$ cat src/rtl/os_pkg.sv
// os_pkg: shared defaults, psum entry layout and writeback FSM states
package os_pkg;
  localparam int ARRAY_ROWS_DEF = 3;
  localparam int PSUM_W_DEF = 32;
  localparam int ADDR_W_DEF = 32;
  typedef struct packed {
    logic [ADDR_W_DEF-1:0] addr;
    logic [PSUM_W_DEF-1:0] data;
  } psum_entry_t;
  typedef enum logic [1:0] {IDLE, ACTIVE, DRAIN, DONE} wb_state_e;
endpackage

$ cat src/rtl/psum_fifo.sv
// psum_fifo: synchronous FIFO with combinational head read; a push into a full FIFO not popped this edge is dropped
module psum_fifo #(
  parameter int W = 64,
  parameter int DEPTH = 4
) (
  input  logic         clk,
  input  logic         rst_n,
  input  logic         push,
  input  logic         pop,
  input  logic [W-1:0] din,
  output logic [W-1:0] dout,
  output logic         empty,
  output logic         drop
);
  localparam int AW = $clog2(DEPTH);
  logic [W-1:0] mem_q [DEPTH];
  logic [AW:0] wr_q, wr_d, rd_q, rd_d;
  logic full, wr_en, rd_en;
  always_comb begin
    empty = wr_q == rd_q;
    full = (wr_q[AW] != rd_q[AW]) && (wr_q[AW-1:0] == rd_q[AW-1:0]);
    rd_en = pop && !empty;
    wr_en = push && (!full || rd_en);
    drop = push && !wr_en;
    wr_d = wr_q + {{AW{1'b0}}, wr_en};
    rd_d = rd_q + {{AW{1'b0}}, rd_en};
    dout = mem_q[rd_q[AW-1:0]];
  end
  always_ff @(posedge clk) begin
    if (!rst_n) begin
      wr_q <= '0;
      rd_q <= '0;
    end else begin
      wr_q <= wr_d;
      rd_q <= rd_d;
    end
  end
  always_ff @(posedge clk) begin
    if (wr_en) mem_q[wr_q[AW-1:0]] <= din;
  end
endmodule

$ cat src/rtl/psum_writeback.sv
// psum_writeback: per-row psum FIFOs drained round-robin into a registered memory write; PSUM_WB_RELU_EN clamps negative psums to zero
module psum_writeback
  import os_pkg::*;
#(
  parameter int ARRAY_ROWS = ARRAY_ROWS_DEF,
  parameter int PSUM_W = PSUM_W_DEF,
  parameter int ADDR_W = ADDR_W_DEF,
  parameter int FIFO_DEPTH = 4
) (
  input  logic                                clk,
  input  logic                                rst_n,
  input  logic [0:ARRAY_ROWS-1]               psum_valid,
  input  logic [0:ARRAY_ROWS-1][ADDR_W-1:0]   psum_addr,
  input  logic [0:ARRAY_ROWS-1][PSUM_W-1:0]   psum_data,
  input  logic                                ctrl_done,
  input  logic                                mem_ready,
  output logic                                out_we,
  output logic [ADDR_W-1:0]                   out_addr,
  output logic [PSUM_W-1:0]                   out_data,
  output logic                                wb_done,
  output logic                                overflow
);
  localparam int EW = ADDR_W + PSUM_W;
  localparam int RW = ARRAY_ROWS > 1 ? $clog2(ARRAY_ROWS) : 1;
  logic [0:ARRAY_ROWS-1] empty, drop, pop;
  logic [EW-1:0] head [ARRAY_ROWS];
  logic [RW-1:0] ptr_q, ptr_d, sel;
  logic found, load, take;
  logic [PSUM_W-1:0] sel_data, wr_data;
  logic out_we_q, out_we_d, overflow_q, overflow_d;
  logic [ADDR_W-1:0] out_addr_q, out_addr_d;
  logic [PSUM_W-1:0] out_data_q, out_data_d;
  wb_state_e state_q, state_d;
  int k;
  for (genvar r = 0; r < ARRAY_ROWS; r++) begin : g_row
    psum_fifo #(.W(EW), .DEPTH(FIFO_DEPTH)) u_fifo (
      .clk   (clk),
      .rst_n (rst_n),
      .push  (psum_valid[r]),
      .pop   (pop[r]),
      .din   ({psum_addr[r], psum_data[r]}),
      .dout  (head[r]),
      .empty (empty[r]),
      .drop  (drop[r])
    );
  end
  always_comb begin
    found = 1'b0;
    sel = ptr_q;
    k = 0;
    for (int i = 0; i < ARRAY_ROWS; i++) begin
      k = (int'(ptr_q) + i) % ARRAY_ROWS;
      if (!found && !empty[k]) begin
        found = 1'b1;
        sel = RW'(k);
      end
    end
    load = !out_we_q || mem_ready;
    take = load && found;
    for (int r = 0; r < ARRAY_ROWS; r++) pop[r] = take && sel == RW'(r);
    sel_data = head[sel][PSUM_W-1:0];
`ifdef PSUM_WB_RELU_EN
    wr_data = sel_data[PSUM_W-1] ? '0 : sel_data;
`else
    wr_data = sel_data;
`endif
    out_we_d = load ? found : out_we_q;
    out_addr_d = take ? head[sel][EW-1:PSUM_W] : out_addr_q;
    out_data_d = take ? wr_data : out_data_q;
    ptr_d = take ? (sel == RW'(ARRAY_ROWS - 1) ? '0 : sel + 1'b1) : ptr_q;
    overflow_d = overflow_q || |drop;
  end
  always_ff @(posedge clk) begin
    if (!rst_n) begin
      ptr_q <= '0;
      out_we_q <= 1'b0;
      out_addr_q <= '0;
      out_data_q <= '0;
      overflow_q <= 1'b0;
    end else begin
      ptr_q <= ptr_d;
      out_we_q <= out_we_d;
      out_addr_q <= out_addr_d;
      out_data_q <= out_data_d;
      overflow_q <= overflow_d;
    end
  end
  always_ff @(posedge clk) begin
    if (!rst_n) state_q <= IDLE;
    else state_q <= state_d;
  end
  always_comb begin
    state_d = ctrl_done && (state_q == IDLE || state_q == ACTIVE) ? DRAIN
            : state_q == IDLE && |psum_valid ? ACTIVE
            : state_q == DRAIN && &empty && !out_we_q ? DONE
            : state_q == DONE ? IDLE
            : state_q;
  end
  always_comb begin
    wb_done = state_q == DONE;
  end
  assign out_we = out_we_q;
  assign out_addr = out_addr_q;
  assign out_data = out_data_q;
  assign overflow = overflow_q;
endmodule

$ cat config.mk
export PLATFORM = sky130hd
export DESIGN_NAME = psum_writeback
export DESIGN_NICKNAME = d
export VERILOG_FILES = /design/src/rtl/os_pkg.sv /design/src/rtl/psum_fifo.sv /design/src/rtl/psum_writeback.sv
export SDC_FILE = /design/constraint.sdc
export NUM_CORES = 1
export LEC_CHECK = 0
export CAP_MARGIN = 0
export CELL_PAD_IN_SITES_DETAIL_PLACEMENT = 1
export CELL_PAD_IN_SITES_GLOBAL_PLACEMENT = 2
export CORE_MARGIN = 2
export CORE_UTILIZATION = 48
export CTS_CLUSTER_DIAMETER = 50
export DETAILED_ROUTE_END_ITERATION = 10
export PLACE_DENSITY = 0.82
export SLEW_MARGIN = 20
export SYNTH_ARGS = -nofsm -noshare
export SYNTH_HDL_FRONTEND = slang
export SYNTH_SLANG_ARGS = --single-unit
$ cat constraint.sdc
create_clock -name clk -period 19 [get_ports clk]
set_clock_uncertainty 0.2 [all_clocks]
set_input_delay 4.75 -clock clk [delete_from_list [all_inputs] [get_ports clk]]
set_output_delay 4.75 -clock clk [all_outputs]
set_load 0.01 [all_outputs]
==> impl_results.html, run 1 <==
<table>
<tr><th>Metric</th><th>Value</th></tr>
<tr><th colspan="2">Status</th></tr>
<tr><td>Result of the run</td><td>complete, no violations</td></tr>
<tr><th colspan="2">Worst setup path</th></tr>
<tr><td>Worst path arrival time</td><td>8.56 ns</td></tr>
<tr><td>CP Cell Sequence</td><td>clkdlybuf4s50_1, inv_1, a221o_4, nor3b_2, o31ai_1, nor2_4, buf_4</td></tr>
<tr><td>Count of buffering cells on the critical path with inverters included</td><td>3</td></tr>
<tr><td>WS Path Type</td><td>in2reg</td></tr>
<tr><td>Sort of element at the end of the critical path</td><td>register</td></tr>
<tr><td>Number of logic stages on the critical path including buffering</td><td>7</td></tr>
<tr><td>Top Family by Delay on Critical Path</td><td>buffers and inverters</td></tr>
<tr><td>Worst Path Required</td><td>19.04 ns</td></tr>
<tr><td>Slowest CP cell</td><td>nor2_4</td></tr>
<tr><td>Largest fanout on the critical path</td><td>60</td></tr>
<tr><td>R2R depth</td><td>10</td></tr>
<tr><td>Maximum single-stage delay on the critical path</td><td>0.86 ns</td></tr>
<tr><td>Startpoint type of the worst setup path</td><td>primary input</td></tr>
<tr><td>First element of the critical path</td><td>mem_ready</td></tr>
<tr><td>Critical register-to-register path startpoint</td><td>g_row[2].u_fifo.rd_q[0]$_SDFF_PN0_</td></tr>
<tr><th colspan="2">Logic synthesis</th></tr>
<tr><td>Synth cell count leaders</td><td>edfxtp_1, mux4_2, dfxtp_1</td></tr>
<tr><td>Post-synth EDFFs</td><td>768</td></tr>
<tr><td>Gate Count Post-Synth</td><td>1618</td></tr>
<tr><td>Synth Flop Type</td><td>edfxtp_1</td></tr>
<tr><td>FF+latch count, synth</td><td>856</td></tr>
<tr><td>Fraction of registers with async set or reset after synthesis</td><td>0</td></tr>
<tr><td>Avg Inst Size Synth</td><td>20.21 sq um</td></tr>
<tr><td>Portion of synthesized cell area occupied by the leading cell type</td><td>0.7051</td></tr>
<tr><td>Area of the mapped netlist</td><td>32710 sq um</td></tr>
<tr><td>Synth warn</td><td>0</td></tr>
<tr><td>Synth area leader</td><td>edfxtp_1</td></tr>
<tr><td>Leading post-synthesis cells by cell area</td><td>edfxtp_1, mux4_2, dfxtp_1, a221o_1, o41ai_1</td></tr>
<tr><td>Number of nets produced by synthesis</td><td>1831</td></tr>
<tr><td>Number of distinct library cells after synthesis</td><td>48</td></tr>
<tr><td>Cell with the most instances after synthesis</td><td>edfxtp_1</td></tr>
<tr><td>Register area share after synthesis</td><td>0.7590</td></tr>
<tr><th colspan="2">STA</th></tr>
<tr><td>Post-route clock period utilization</td><td>0.4480</td></tr>
<tr><td>Setup Viol. Count Final</td><td>0</td></tr>
<tr><td>Slew at the pin with the worst max-slew slack</td><td>1.108 ns</td></tr>
<tr><td>Worst-case hold slack</td><td>0.3362 ns</td></tr>
<tr><td>Setup repair after global routing missed its margin</td><td>no</td></tr>
<tr><td>Total count of hold-check failures in the final report</td><td>0</td></tr>
<tr><td>Setup TNS</td><td>0 ns</td></tr>
<tr><td>Final Slew Violations</td><td>0</td></tr>
<tr><td>Slew HR</td><td>0.2611</td></tr>
<tr><td>Timing-limited maximum frequency</td><td>117.5 MHz</td></tr>
<tr><td>Shortest period the worst path allows</td><td>8.512 ns</td></tr>
<tr><th colspan="2">Detailed routing</th></tr>
<tr><td>Wire length per cell</td><td>29.42 microns</td></tr>
<tr><td>Number of iterations in the first detailed-routing pass</td><td>5</td></tr>
<tr><td>Number of design-rule violations left by the first detailed-router iteration</td><td>1622</td></tr>
<tr><td>Number of nets with antenna violations after routing</td><td>0</td></tr>
<tr><td>Number of vias in the routed layout</td><td>17120</td></tr>
<tr><td>Via/cell ratio</td><td>5.966</td></tr>
<tr><td>Number of remaining DRC errors</td><td>0</td></tr>
<tr><td>Total wire length after detailed routing</td><td>84430 microns</td></tr>
<tr><th colspan="2">Cells and area</th></tr>
<tr><td>Fin nets</td><td>2125</td></tr>
<tr><td>Area Growth Syn to Fin</td><td>20.83%</td></tr>
<tr><td>Share of post-route cells with drive strength above 1</td><td>0.1997</td></tr>
<tr><th colspan="2">Die</th></tr>
<tr><td>Floorplan row count</td><td>95</td></tr>
<tr><td>Starting density of the core</td><td>0.4861</td></tr>
<tr><td>Die area</td><td>70240 sq um</td></tr>
<tr><td>Area of the placeable core</td><td>67280 sq um</td></tr>
<tr><td>Die Ht</td><td>265.0 microns</td></tr>
<tr><td>DIE WIDTH</td><td>265.0 microns</td></tr>
<tr><td>Total I/O pin count</td><td>266</td></tr>
<tr><th colspan="2">GRT</th></tr>
<tr><td>Vias in the first global route</td><td>18860</td></tr>
<tr><td>Largest net degree at the start of global routing</td><td>72</td></tr>
<tr><td>Residual overflow from global routing</td><td>0</td></tr>
<tr><td>GR Util All Layers</td><td>0.2443</td></tr>
<tr><td>Initial antenna violation count</td><td>13</td></tr>
<tr><td>Global-route wire length before repair</td><td>124800 microns</td></tr>
<tr><th colspan="2">CTS</th></tr>
<tr><td>Cts-stage hold buffer count</td><td>0</td></tr>
<tr><td>Longest Clk Path Bufs</td><td>3</td></tr>
<tr><td>Clock root buffer</td><td>clkbuf_16</td></tr>
<tr><td>Number of resized instances in the post-cts repair step</td><td>0</td></tr>
<tr><td>Clk slew on worst S/H paths</td><td>0.06 ns</td></tr>
<tr><td>Insertion delay to the later sink of the worst-skew pair</td><td>0.63 ns</td></tr>
<tr><td>CTS tree</td><td>built</td></tr>
<tr><td>Clock tree sinks</td><td>856</td></tr>
<tr><td>Cts bufs inserted</td><td>89</td></tr>
<tr><td>Post-CTS repair timing setup buffer count</td><td>0</td></tr>
<tr><td>Count of H-tree levels built during CTS</td><td>3</td></tr>
<tr><th colspan="2">Flow run</th></tr>
<tr><td>Maxcap violations</td><td>0</td></tr>
<tr><th colspan="2">Power</th></tr>
<tr><td>Power density normalized to cell area</td><td>133.4 nW/um^2</td></tr>
<tr><td>Static Leakage</td><td>12.90 nW</td></tr>
<tr><td>Worst voltage drop across the vdd grid</td><td>0.1506 mV</td></tr>
<tr><th colspan="2">Hold path</th></tr>
<tr><td>Path class of the lowest-slack min-delay path</td><td>reg2reg</td></tr>
<tr><td>Hold wc startpoint</td><td>ptr_q[0]$_SDFFE_PN0N_</td></tr>
<tr><td>Worst Hold Depth</td><td>2</td></tr>
<tr><th colspan="2">Placement</th></tr>
<tr><td>Placer's final routability congestion estimate</td><td>0.7601</td></tr>
<tr><td>Sum of net half-perimeters after detailed placement</td><td>49910 microns</td></tr>
<tr><td>Port-buffer cells</td><td>265</td></tr>
</table>
[cell families after synthesis]
logic type | Yosys count | synth area share
buffers and inverters | 166 | 0.01989
AND/OR/NAND/NOR | 198 | 0.03164
AO/OA/AOI/OAI | 165 | 0.04426
adder cells (fa/ha/maj) | 14 | 0.005356
multiplexers | 198 | 0.1342
flip-flops | 856 | 0.7590
XOR/XNOR | 21 | 0.005624
[path summary, 6_finish.rpt]
check | to | slack (ns)
setup / recovery | g_row[0].u_fifo.mem_q[3][23]$_DFFE_PP_ | 10.49
hold / removal | ptr_q[0]$_SDFFE_PN0N_ | 0.34
setup reg to reg | g_row[0].u_fifo.mem_q[3][23]$_DFFE_PP_ | 12.58
hold reg to reg | ptr_q[0]$_SDFFE_PN0N_ | 0.34
[layer usage]
layer	global-route usage	wire length, microns	up-vias
li1	-	-	7257
met4	0.08551	1910	8
met5	0	46	-
met3	0.04694	5338	132
met1	0.3295	35360	9108
met2	0.4021	41770	616
[report_power, final]
part / internal, mW / leakage [nW] / switching, mW
logic: 0.507 / 3.65 / 0.703
registers: 2.20 / 7.78 / 0.0991
clock network: 1.03 / 1.46 / 0.728
total: 3.74 / 12.9 / 1.53
[flip-flops by register name, indices dropped and copies added, names as in the netlist]
name and count:
out_we 1, out_data 32, g_row.u_fifo.mem_q 768, out_addr 32, g_row.u_fifo.rd_q 9, ptr_q 2
state_q 2, g_row.u_fifo.wr_q 9, overflow 1
[worst register-to-register path: cells and delay by family (launching register included)]
family                    cells  cell delay [ns]
xor gates and xnor gates      1             0.22
buffers and inverters         2             1.53
AOI/OAI and AO/OA             4             1.53
and+or+nand+nor               3             1.79
DFF                           1             0.69
[cell usage in the layout (no fill, tap or decap), types with 18 or more instances in the layout]
master	instances
a221o_1	59
and2_1	72
buf_4	29
clkbuf_1	18
clkbuf_16	89
clkdlybuf4s50_1	264
clkinv_2	19
dfxtp_1	82
edfxtp_1	768
inv_1	69
mux4_2	192
nand2_1	70
o41ai_1	60
[cell type report]
type | instances | area [sq um]
antenna | 9 | 22.52
tap | 873 | 1092
inverter | 69 | 259.0
clock inverter | 57 | 626.9
sequential | 856 | 24850
timing repair buffer | 300 | 3002
clock buffer | 110 | 2336
multi-input combinational | 596 | 7336
fill | 5746 | 27760
[metrics by stage]
stage          setup slack, ns  area [sq um]  power [mW]  utilization  instances
2_1_floorplan            7.651         32710       3.067            -       1618
3_3_place_gp             10.04         36400       3.483       0.5411       2688
3_5_place_dp             9.797         36400       3.540       0.5411       2688
4_1_cts                  10.46         39360       5.302       0.5851       2855
5_1_grt                  10.23         39520       5.464       0.5874       2869
6_report                 10.49         39520       5.271       0.5874       2870
No activity file was read; power rests on OpenSTA's default activity.
==> run 2: changes to the inputs <==
Settings changed: CORE_UTILIZATION 48 to 45, PLACE_DENSITY 0.82 to 0.78.
Clock period 19 ns to 8.9 ns, I/O delays scaled along.
==> run 2 against run 1 <==
Effect of this change: via count fell by 0.28%; final area is 1.1% higher; critical path type is now reg2reg; global-route usage fell by 1.3 points; hold slack better by 0.0011 ns; utilization decreased by 3.1 points; first-iteration DRC count is 0.74% higher; die area is 6.6% higher; highest routed layer unchanged; sequential share of layout area is 0.67 points lower.
==> impl_results.html, run 2 (synthesis results as in run 1) <==
<table>
<tr><th>Metric</th><th>Value</th></tr>
<tr><th colspan="2">CTS</th></tr>
<tr><td>Clock tree sinks</td><td>856 (unchanged)</td></tr>
<tr><td>Longest Clk Path Bufs</td><td>3 (unchanged)</td></tr>
<tr><td>Post-CTS repair timing setup buffer count</td><td>0 (unchanged)</td></tr>
<tr><td>Clk slew on worst S/H paths</td><td>0.05 ns (about the same)</td></tr>
<tr><td>Cts-stage hold buffer count</td><td>0 (unchanged)</td></tr>
<tr><td>Count of H-tree levels built during CTS</td><td>3 (unchanged)</td></tr>
<tr><td>Cts bufs inserted</td><td>95 (+6.7%)</td></tr>
<tr><td>Number of resized instances in the post-cts repair step</td><td>0 (unchanged)</td></tr>
<tr><td>CTS tree</td><td>built</td></tr>
<tr><td>Insertion delay to the later sink of the worst-skew pair</td><td>0.64 ns (about the same)</td></tr>
<tr><td>Clock root buffer</td><td>clkbuf_16</td></tr>
<tr><th colspan="2">STA</th></tr>
<tr><td>Total count of hold-check failures in the final report</td><td>0 (unchanged)</td></tr>
<tr><td>Shortest period the worst path allows</td><td>6.071 ns</td></tr>
<tr><td>Worst-case hold slack</td><td>0.3373 ns (+0.001080 ns)</td></tr>
<tr><td>Timing-limited maximum frequency</td><td>164.7 MHz</td></tr>
<tr><td>Setup Viol. Count Final</td><td>0 (unchanged)</td></tr>
<tr><td>Slew at the pin with the worst max-slew slack</td><td>1.121 ns (+0.01267 ns)</td></tr>
<tr><td>Setup TNS</td><td>0 ns (unchanged)</td></tr>
<tr><td>Slew HR</td><td>0.2527 (-0.008450)</td></tr>
<tr><td>Final Slew Violations</td><td>0 (unchanged)</td></tr>
<tr><td>Setup repair after global routing missed its margin</td><td>no</td></tr>
<tr><td>Post-route clock period utilization</td><td>0.6821</td></tr>
<tr><th colspan="2">Die</th></tr>
<tr><td>Area of the placeable core</td><td>71730 sq um (+6.6%)</td></tr>
<tr><td>Die area</td><td>74850 sq um (+6.6%)</td></tr>
<tr><td>Total I/O pin count</td><td>266 (unchanged)</td></tr>
<tr><td>Starting density of the core</td><td>0.4560 (-0.03019)</td></tr>
<tr><td>Floorplan row count</td><td>98 (+3.2%)</td></tr>
<tr><td>Die Ht</td><td>273.6 microns (+3.2%)</td></tr>
<tr><td>DIE WIDTH</td><td>273.6 microns (+3.2%)</td></tr>
<tr><th colspan="2">Power</th></tr>
<tr><td>Static Leakage</td><td>13.07 nW (+1.3%)</td></tr>
<tr><td>Power density normalized to cell area</td><td>292.2 nW/um^2 (+120%)</td></tr>
<tr><td>Worst voltage drop across the vdd grid</td><td>0.2433 mV (+62%)</td></tr>
<tr><th colspan="2">GRT</th></tr>
<tr><td>Largest net degree at the start of global routing</td><td>72 (unchanged)</td></tr>
<tr><td>Global-route wire length before repair</td><td>125600 microns (+0.66%)</td></tr>
<tr><td>Initial antenna violation count</td><td>9 (-4)</td></tr>
<tr><td>GR Util All Layers</td><td>0.2314 (-0.01290)</td></tr>
<tr><td>Residual overflow from global routing</td><td>0 (unchanged)</td></tr>
<tr><td>Vias in the first global route</td><td>18460 (-2.2%)</td></tr>
<tr><th colspan="2">Placement</th></tr>
<tr><td>Sum of net half-perimeters after detailed placement</td><td>53100 microns (+6.4%)</td></tr>
<tr><td>Placer's final routability congestion estimate</td><td>0.7889 (+3.8%)</td></tr>
<tr><td>Port-buffer cells</td><td>265 (unchanged)</td></tr>
<tr><th colspan="2">Detailed routing</th></tr>
<tr><td>Number of remaining DRC errors</td><td>0 (unchanged)</td></tr>
<tr><td>Total wire length after detailed routing</td><td>85260 microns (+0.98%)</td></tr>
<tr><td>Via/cell ratio</td><td>5.791 (-2.9%)</td></tr>
<tr><td>Number of design-rule violations left by the first detailed-router iteration</td><td>1634 (+0.74%)</td></tr>
<tr><td>Wire length per cell</td><td>28.92 microns (-1.7%)</td></tr>
<tr><td>Number of nets with antenna violations after routing</td><td>0 (unchanged)</td></tr>
<tr><td>Number of iterations in the first detailed-routing pass</td><td>7 (+2)</td></tr>
<tr><td>Number of vias in the routed layout</td><td>17070 (-0.28%)</td></tr>
<tr><th colspan="2">Hold path</th></tr>
<tr><td>Path class of the lowest-slack min-delay path</td><td>reg2reg</td></tr>
<tr><th colspan="2">Cells and area</th></tr>
<tr><td>Most common cell after layout, fill and taps aside</td><td>edfxtp_1</td></tr>
<tr><td>Max FFs per register</td><td>768 (unchanged)</td></tr>
<tr><td>Area Growth Syn to Fin</td><td>22.14%</td></tr>
<tr><td>Commonest cells after routing, fill and taps aside</td><td>edfxtp_1, clkdlybuf4s50_1, mux4_2</td></tr>
<tr><td>Share of post-route cells with drive strength above 1</td><td>0.2078 (+0.008114)</td></tr>
<tr><td>Fin nets</td><td>2128 (+0.14%)</td></tr>
<tr><th colspan="2">Worst setup path</th></tr>
<tr><td>Worst Path Required</td><td>8.96 ns (-10.08 ns)</td></tr>
<tr><td>Sort of element at the end of the critical path</td><td>register</td></tr>
<tr><td>Startpoint type of the worst setup path</td><td>register</td></tr>
<tr><td>WS Path Type</td><td>reg2reg</td></tr>
<tr><td>Worst path arrival time</td><td>6.13 ns (-2.43 ns)</td></tr>
<tr><td>Largest fanout on the critical path</td><td>40 (-33%)</td></tr>
<tr><th colspan="2">Status</th></tr>
<tr><td>Result of the run</td><td>complete, no violations</td></tr>
<tr><th colspan="2">Flow run</th></tr>
<tr><td>Maxcap violations</td><td>0 (unchanged)</td></tr>
</table>
-- run 2: changes by cell type in the layout (fill, tap and decap cells not counted), sizes merged --
cell      change
diode         -8
clkinvlp      +2
clkinv        -4
bufinv        +7
clkbuf        +5
inv           +2
buf           -3
-- run 2: cell type report --
class,count,area [sq um]
Fill cell,6203,31780
Tap cell,950,1189
Sequential cell,856,24850
Multi-Input combinational cell,596,7336
Inverter,69,259.0
Timing Repair Buffer,297,2903
Clock buffer,115,2534
Antenna cell,1,2.502
Clock inverter,64,879.6
-- run 2: worst max-delay path, stage by stage (launching register included) --
cell and delay [ns]:
dfxtp_4 0.67, xnor2_1 0.20, nand3_1 0.44, o311a_1 0.50, a311o_1 0.36, o32ai_4 0.60, buf_4 0.45, nor3b_2 0.38
o31ai_1 0.28, nor2_4 0.77, buf_4 0.72
-- run 2: worst paths after layout --
check / startpoint / end / slack (ns) / depth (start not counted)
max: g_row[2].u_fifo.rd_q[0]$_SDFF_PN0_ / g_row[0].u_fifo.mem_q[3][59]$_DFFE_PP_ / 2.83 / 10
min: ptr_q[0]$_SDFFE_PN0N_ / ptr_q[0]$_SDFFE_PN0N_ / 0.34 / 2
max reg2reg: g_row[2].u_fifo.rd_q[0]$_SDFF_PN0_ / g_row[0].u_fifo.mem_q[3][59]$_DFFE_PP_ / 2.83 / 10
min reg2reg: ptr_q[0]$_SDFFE_PN0N_ / ptr_q[0]$_SDFFE_PN0N_ / 0.34 / 2
-- run 2: metrics by stage --
step                setup WS, ns    util  total power, mW  instance area (sq um)  instances
detailed placement         2.444  0.5090            7.560                  36510       2767
global placement           2.609  0.5090            7.490                  36510       2767
finish                     2.829  0.5569            11.67                  39950       2948
floorplan                0.07618       -            6.548                  32710       1618
CTS                        2.608  0.5566            11.77                  39930       2946
global route               2.434  0.5569            12.11                  39950       2947
-- run 2: metal layers --
layer	global-route usage	wire, microns	vias up
met3	0.04526	5440	169
met5	0	80	-
met4	0.09016	3183	12
li1	-	-	7268
met1	0.3040	34330	9013
met2	0.3825	42230	611
-- run 2: where the power goes --
group          leakage [nW]  total [mW]  switching [mW]  internal [mW]
Sequential             7.78        4.93           0.230           4.70
Clock                  1.67        4.19            1.62           2.58
Combinational          3.61        2.55            1.47           1.08
==> run 3: changes to the inputs <==
Settings changed: CORE_UTILIZATION 45 to 40, PLACE_DENSITY 0.78 to 0.73.
Clock period 8.9 ns to 5.5 ns, I/O delays scaled along.
==> run 3 against run 2 <==
Effect of this change: final area increased by 0.68%; hold slack improved by 0.0058 ns; count of clock-buffer cells in the layout increased by 6.
==> impl_results.html, run 3 (synthesis results as in run 1) <==
<table>
<tr><th>Metric</th><th>Value</th></tr>
<tr><th colspan="2">GRT</th></tr>
<tr><td>Met1 Use GR</td><td>0.2657 (-0.03829)</td></tr>
<tr><td>Residual overflow from global routing</td><td>0 (unchanged)</td></tr>
<tr><td>Met2 usage in global routing</td><td>0.3204 (-0.06215)</td></tr>
<tr><td>Initial antenna violation count</td><td>15 (+6)</td></tr>
<tr><td>Global-route wire length before repair</td><td>122300 microns (-2.6%)</td></tr>
<tr><td>Met3 Resource Use GR</td><td>0.04013 (-0.005128)</td></tr>
<tr><td>Vias in the first global route</td><td>18170 (-1.6%)</td></tr>
<tr><td>Largest net degree at the start of global routing</td><td>72 (unchanged)</td></tr>
<tr><td>GR Util All Layers</td><td>0.1963 (-0.03518)</td></tr>
<tr><td>Most Used Layer, Global Route</td><td>met2</td></tr>
<tr><th colspan="2">Die</th></tr>
<tr><td>Area of the placeable core</td><td>80680 sq um (+12%)</td></tr>
<tr><td>DIE WIDTH</td><td>289.9 microns (+6.0%)</td></tr>
<tr><td>Floorplan row count</td><td>104 (+6.1%)</td></tr>
<tr><td>Starting density of the core</td><td>0.4054 (-0.05056)</td></tr>
<tr><td>Total I/O pin count</td><td>266 (unchanged)</td></tr>
<tr><td>Die Ht</td><td>289.9 microns (+6.0%)</td></tr>
<tr><td>Die area</td><td>84070 sq um (+12%)</td></tr>
<tr><th colspan="2">Power</th></tr>
<tr><td>Share of total power in the clock network</td><td>0.350 (-0.009)</td></tr>
<tr><td>Comb pwr share</td><td>0.221 (+0.003)</td></tr>
<tr><td>Sequential fraction of design power</td><td>0.428 (+0.005)</td></tr>
<tr><td>Internal power component</td><td>13.22 mW (+58%)</td></tr>
<tr><td>Power after layout</td><td>18.45 mW (+58%)</td></tr>
<tr><td>Worst voltage drop across the vdd grid</td><td>0.3961 mV (+63%)</td></tr>
<tr><td>Static Leakage</td><td>13.07 nW (about the same)</td></tr>
<tr><td>Power density normalized to cell area</td><td>458.8 nW/um^2 (+57%)</td></tr>
<tr><td>Net switching power of the design</td><td>5.233 mW (+58%)</td></tr>
<tr><td>Switching share of total power</td><td>0.2836 (-0.0006256)</td></tr>
<tr><th colspan="2">Placement</th></tr>
<tr><td>Placer's final routability congestion estimate</td><td>0.7550 (-4.3%)</td></tr>
<tr><td>Post-place setup slack</td><td>0.6722 ns (-1.772 ns)</td></tr>
<tr><td>Port-buffer cells</td><td>265 (unchanged)</td></tr>
<tr><td>Placed Instances</td><td>2888 (+4.4%)</td></tr>
<tr><td>Sum of net half-perimeters after detailed placement</td><td>51830 microns (-2.4%)</td></tr>
<tr><td>Placed standard-cell area</td><td>36920 sq um (+1.1%)</td></tr>
<tr><th colspan="2">CTS</th></tr>
<tr><td>Count of H-tree levels built during CTS</td><td>3 (unchanged)</td></tr>
<tr><td>CTS tree</td><td>built</td></tr>
<tr><td>Clk slew on worst S/H paths</td><td>0.06 ns (about the same)</td></tr>
<tr><td>Clock tree sinks</td><td>856 (unchanged)</td></tr>
<tr><td>Cts bufs inserted</td><td>97 (+2.1%)</td></tr>
<tr><td>Post-CTS repair timing setup buffer count</td><td>0 (unchanged)</td></tr>
<tr><td>Longest Clk Path Bufs</td><td>3 (unchanged)</td></tr>
<tr><td>Clock root buffer</td><td>clkbuf_16</td></tr>
<tr><td>Cts-stage hold buffer count</td><td>0 (unchanged)</td></tr>
<tr><td>Number of resized instances in the post-cts repair step</td><td>0 (unchanged)</td></tr>
<tr><td>Insertion delay to the later sink of the worst-skew pair</td><td>0.64 ns (about the same)</td></tr>
<tr><th colspan="2">Detailed routing</th></tr>
<tr><td>Number of remaining DRC errors</td><td>0 (unchanged)</td></tr>
<tr><td>Total wire length after detailed routing</td><td>81630 microns (-4.2%)</td></tr>
<tr><td>Wire length per cell</td><td>26.55 microns (-8.2%)</td></tr>
<tr><td>Number of design-rule violations left by the first detailed-router iteration</td><td>1137 (-30%)</td></tr>
<tr><td>Number of nets with antenna violations after routing</td><td>0 (unchanged)</td></tr>
<tr><td>Via/cell ratio</td><td>5.482 (-5.3%)</td></tr>
<tr><td>Number of vias in the routed layout</td><td>16860 (-1.3%)</td></tr>
<tr><td>Number of iterations in the first detailed-routing pass</td><td>6 (-1)</td></tr>
<tr><th colspan="2">Hold path</th></tr>
<tr><td>Path class of the lowest-slack min-delay path</td><td>reg2reg</td></tr>
<tr><th colspan="2">Cells and area</th></tr>
<tr><td>Final Core Density</td><td>0.4985 (-0.05839)</td></tr>
<tr><td>Max FFs per register</td><td>768 (unchanged)</td></tr>
<tr><td>Filler-free cell count of the finished design</td><td>3075 (+4.3%)</td></tr>
<tr><td>Most common cell after layout, fill and taps aside</td><td>edfxtp_1</td></tr>
<tr><td>Commonest cells after routing, fill and taps aside</td><td>edfxtp_1, clkdlybuf4s50_1, mux4_2</td></tr>
<tr><td>Final instance area</td><td>40220 sq um (+0.68%)</td></tr>
<tr><td>Area Growth Syn to Fin</td><td>22.97%</td></tr>
<tr><td>Fin nets</td><td>2141 (+0.61%)</td></tr>
<tr><td>Share of post-route cells with drive strength above 1</td><td>0.2113 (+0.003526)</td></tr>
<tr><th colspan="2">Worst setup path</th></tr>
<tr><td>Maximum single-stage delay on the critical path</td><td>0.76 ns (about the same)</td></tr>
<tr><td>Worst path arrival time</td><td>4.91 ns (-1.22 ns)</td></tr>
<tr><td>Sort of element at the end of the critical path</td><td>register</td></tr>
<tr><td>Largest fanout on the critical path</td><td>71 (+78%)</td></tr>
<tr><td>WS Path Type</td><td>reg2reg</td></tr>
<tr><td>Worst path most repeated cell</td><td>buf_4</td></tr>
<tr><td>Startpoint type of the worst setup path</td><td>register</td></tr>
<tr><td>Slowest CP cell</td><td>buf_4</td></tr>
<tr><td>CP Cell Sequence</td><td>inv_1, ha_1, nor4_2, mux2i_1, o41a_1, a211oi_4, buf_4, nor3b_2, o31ai_1, buf_4, nor3b_4, buf_4</td></tr>
<tr><td>Worst Path Required</td><td>5.59 ns (-3.37 ns)</td></tr>
<tr><th colspan="2">STA</th></tr>
<tr><td>Total count of hold-check failures in the final report</td><td>0 (unchanged)</td></tr>
<tr><td>Setup repair after global routing missed its margin</td><td>no</td></tr>
<tr><td>Setup Viol. Count Final</td><td>0 (unchanged)</td></tr>
<tr><td>Post-route clock period utilization</td><td>0.8756 (+0.1935)</td></tr>
<tr><td>Worst setup margin</td><td>0.6842 ns (-2.145 ns)</td></tr>
<tr><td>Slew at the pin with the worst max-slew slack</td><td>1.092 ns (-0.02888 ns)</td></tr>
<tr><td>Setup TNS</td><td>0 ns (unchanged)</td></tr>
<tr><td>Timing-limited maximum frequency</td><td>207.6 MHz (+26%)</td></tr>
<tr><td>Slew HR</td><td>0.2640 (+0.01129)</td></tr>
<tr><td>Worst-case hold slack</td><td>0.3431 ns (+0.005815 ns)</td></tr>
<tr><td>Shortest period the worst path allows</td><td>4.816 ns (-1.255 ns)</td></tr>
<tr><td>Final Slew Violations</td><td>0 (unchanged)</td></tr>
<tr><th colspan="2">Flow run</th></tr>
<tr><td>Maxcap violations</td><td>0 (unchanged)</td></tr>
<tr><th colspan="2">Status</th></tr>
<tr><td>Result of the run</td><td>complete, no violations</td></tr>
</table>
## run 3: area by class of cell
type | count | area [sq um]
Antenna cell | 4 | 10.01
Clock buffer | 121 | 2609
Clock inverter | 61 | 658.1
Fill cell | 7340 | 40460
Inverter | 69 | 259.0
Multi-Input combinational cell | 596 | 7398
Sequential cell | 856 | 24850
Tap cell | 1060 | 1326
Timing Repair Buffer | 308 | 3113
## run 3: final timing paths
check / slack [ns] / depth (start not counted) / to / from
max: 0.68 / 12 / g_row[0].u_fifo.mem_q[1][39]$_DFFE_PP_ / ptr_q[0]$_SDFFE_PN0N_
min: 0.34 / 2 / g_row[1].u_fifo.wr_q[2]$_SDFF_PN0_ / g_row[1].u_fifo.wr_q[2]$_SDFF_PN0_
max reg2reg: 0.68 / 12 / g_row[0].u_fifo.mem_q[1][39]$_DFFE_PP_ / ptr_q[0]$_SDFFE_PN0N_
min reg2reg: 0.34 / 2 / g_row[1].u_fifo.wr_q[2]$_SDFF_PN0_ / g_row[1].u_fifo.wr_q[2]$_SDFF_PN0_
## run 3: critical path: cells and delay by family, from the launching register on
| kind | cells | cell delay [ns] |
|---|---|---|
| and+or+nand+nor | 3 | 0.90 |
| adders and majority gates | 1 | 0.47 |
| muxes | 1 | 0.15 |
| DFF | 1 | 0.35 |
| buffers and inverters | 4 | 1.44 |
| AOI/OAI and AO/OA | 3 | 0.92 |
## run 3: per-layer routing
| metal | vias up | routed length [microns] |
|---|---|---|
| met5 | - | 88 |
| met3 | 137 | 5407 |
| li1 | 7302 | - |
| met4 | 16 | 2091 |
| met1 | 8873 | 34060 |
| met2 | 528 | 39990 |
## run 3: power by group through the flow
stage                     registers [mW]  logic [mW]  clock network (mW)
final                               7.91        4.09                6.46
after global routing                7.95        4.43                6.82
after CTS                           7.92        4.15                6.60
after detailed placement            8.05        4.13                   0
after global placement              8.02        4.05                   0
after floorplan                     7.95        2.63                   0
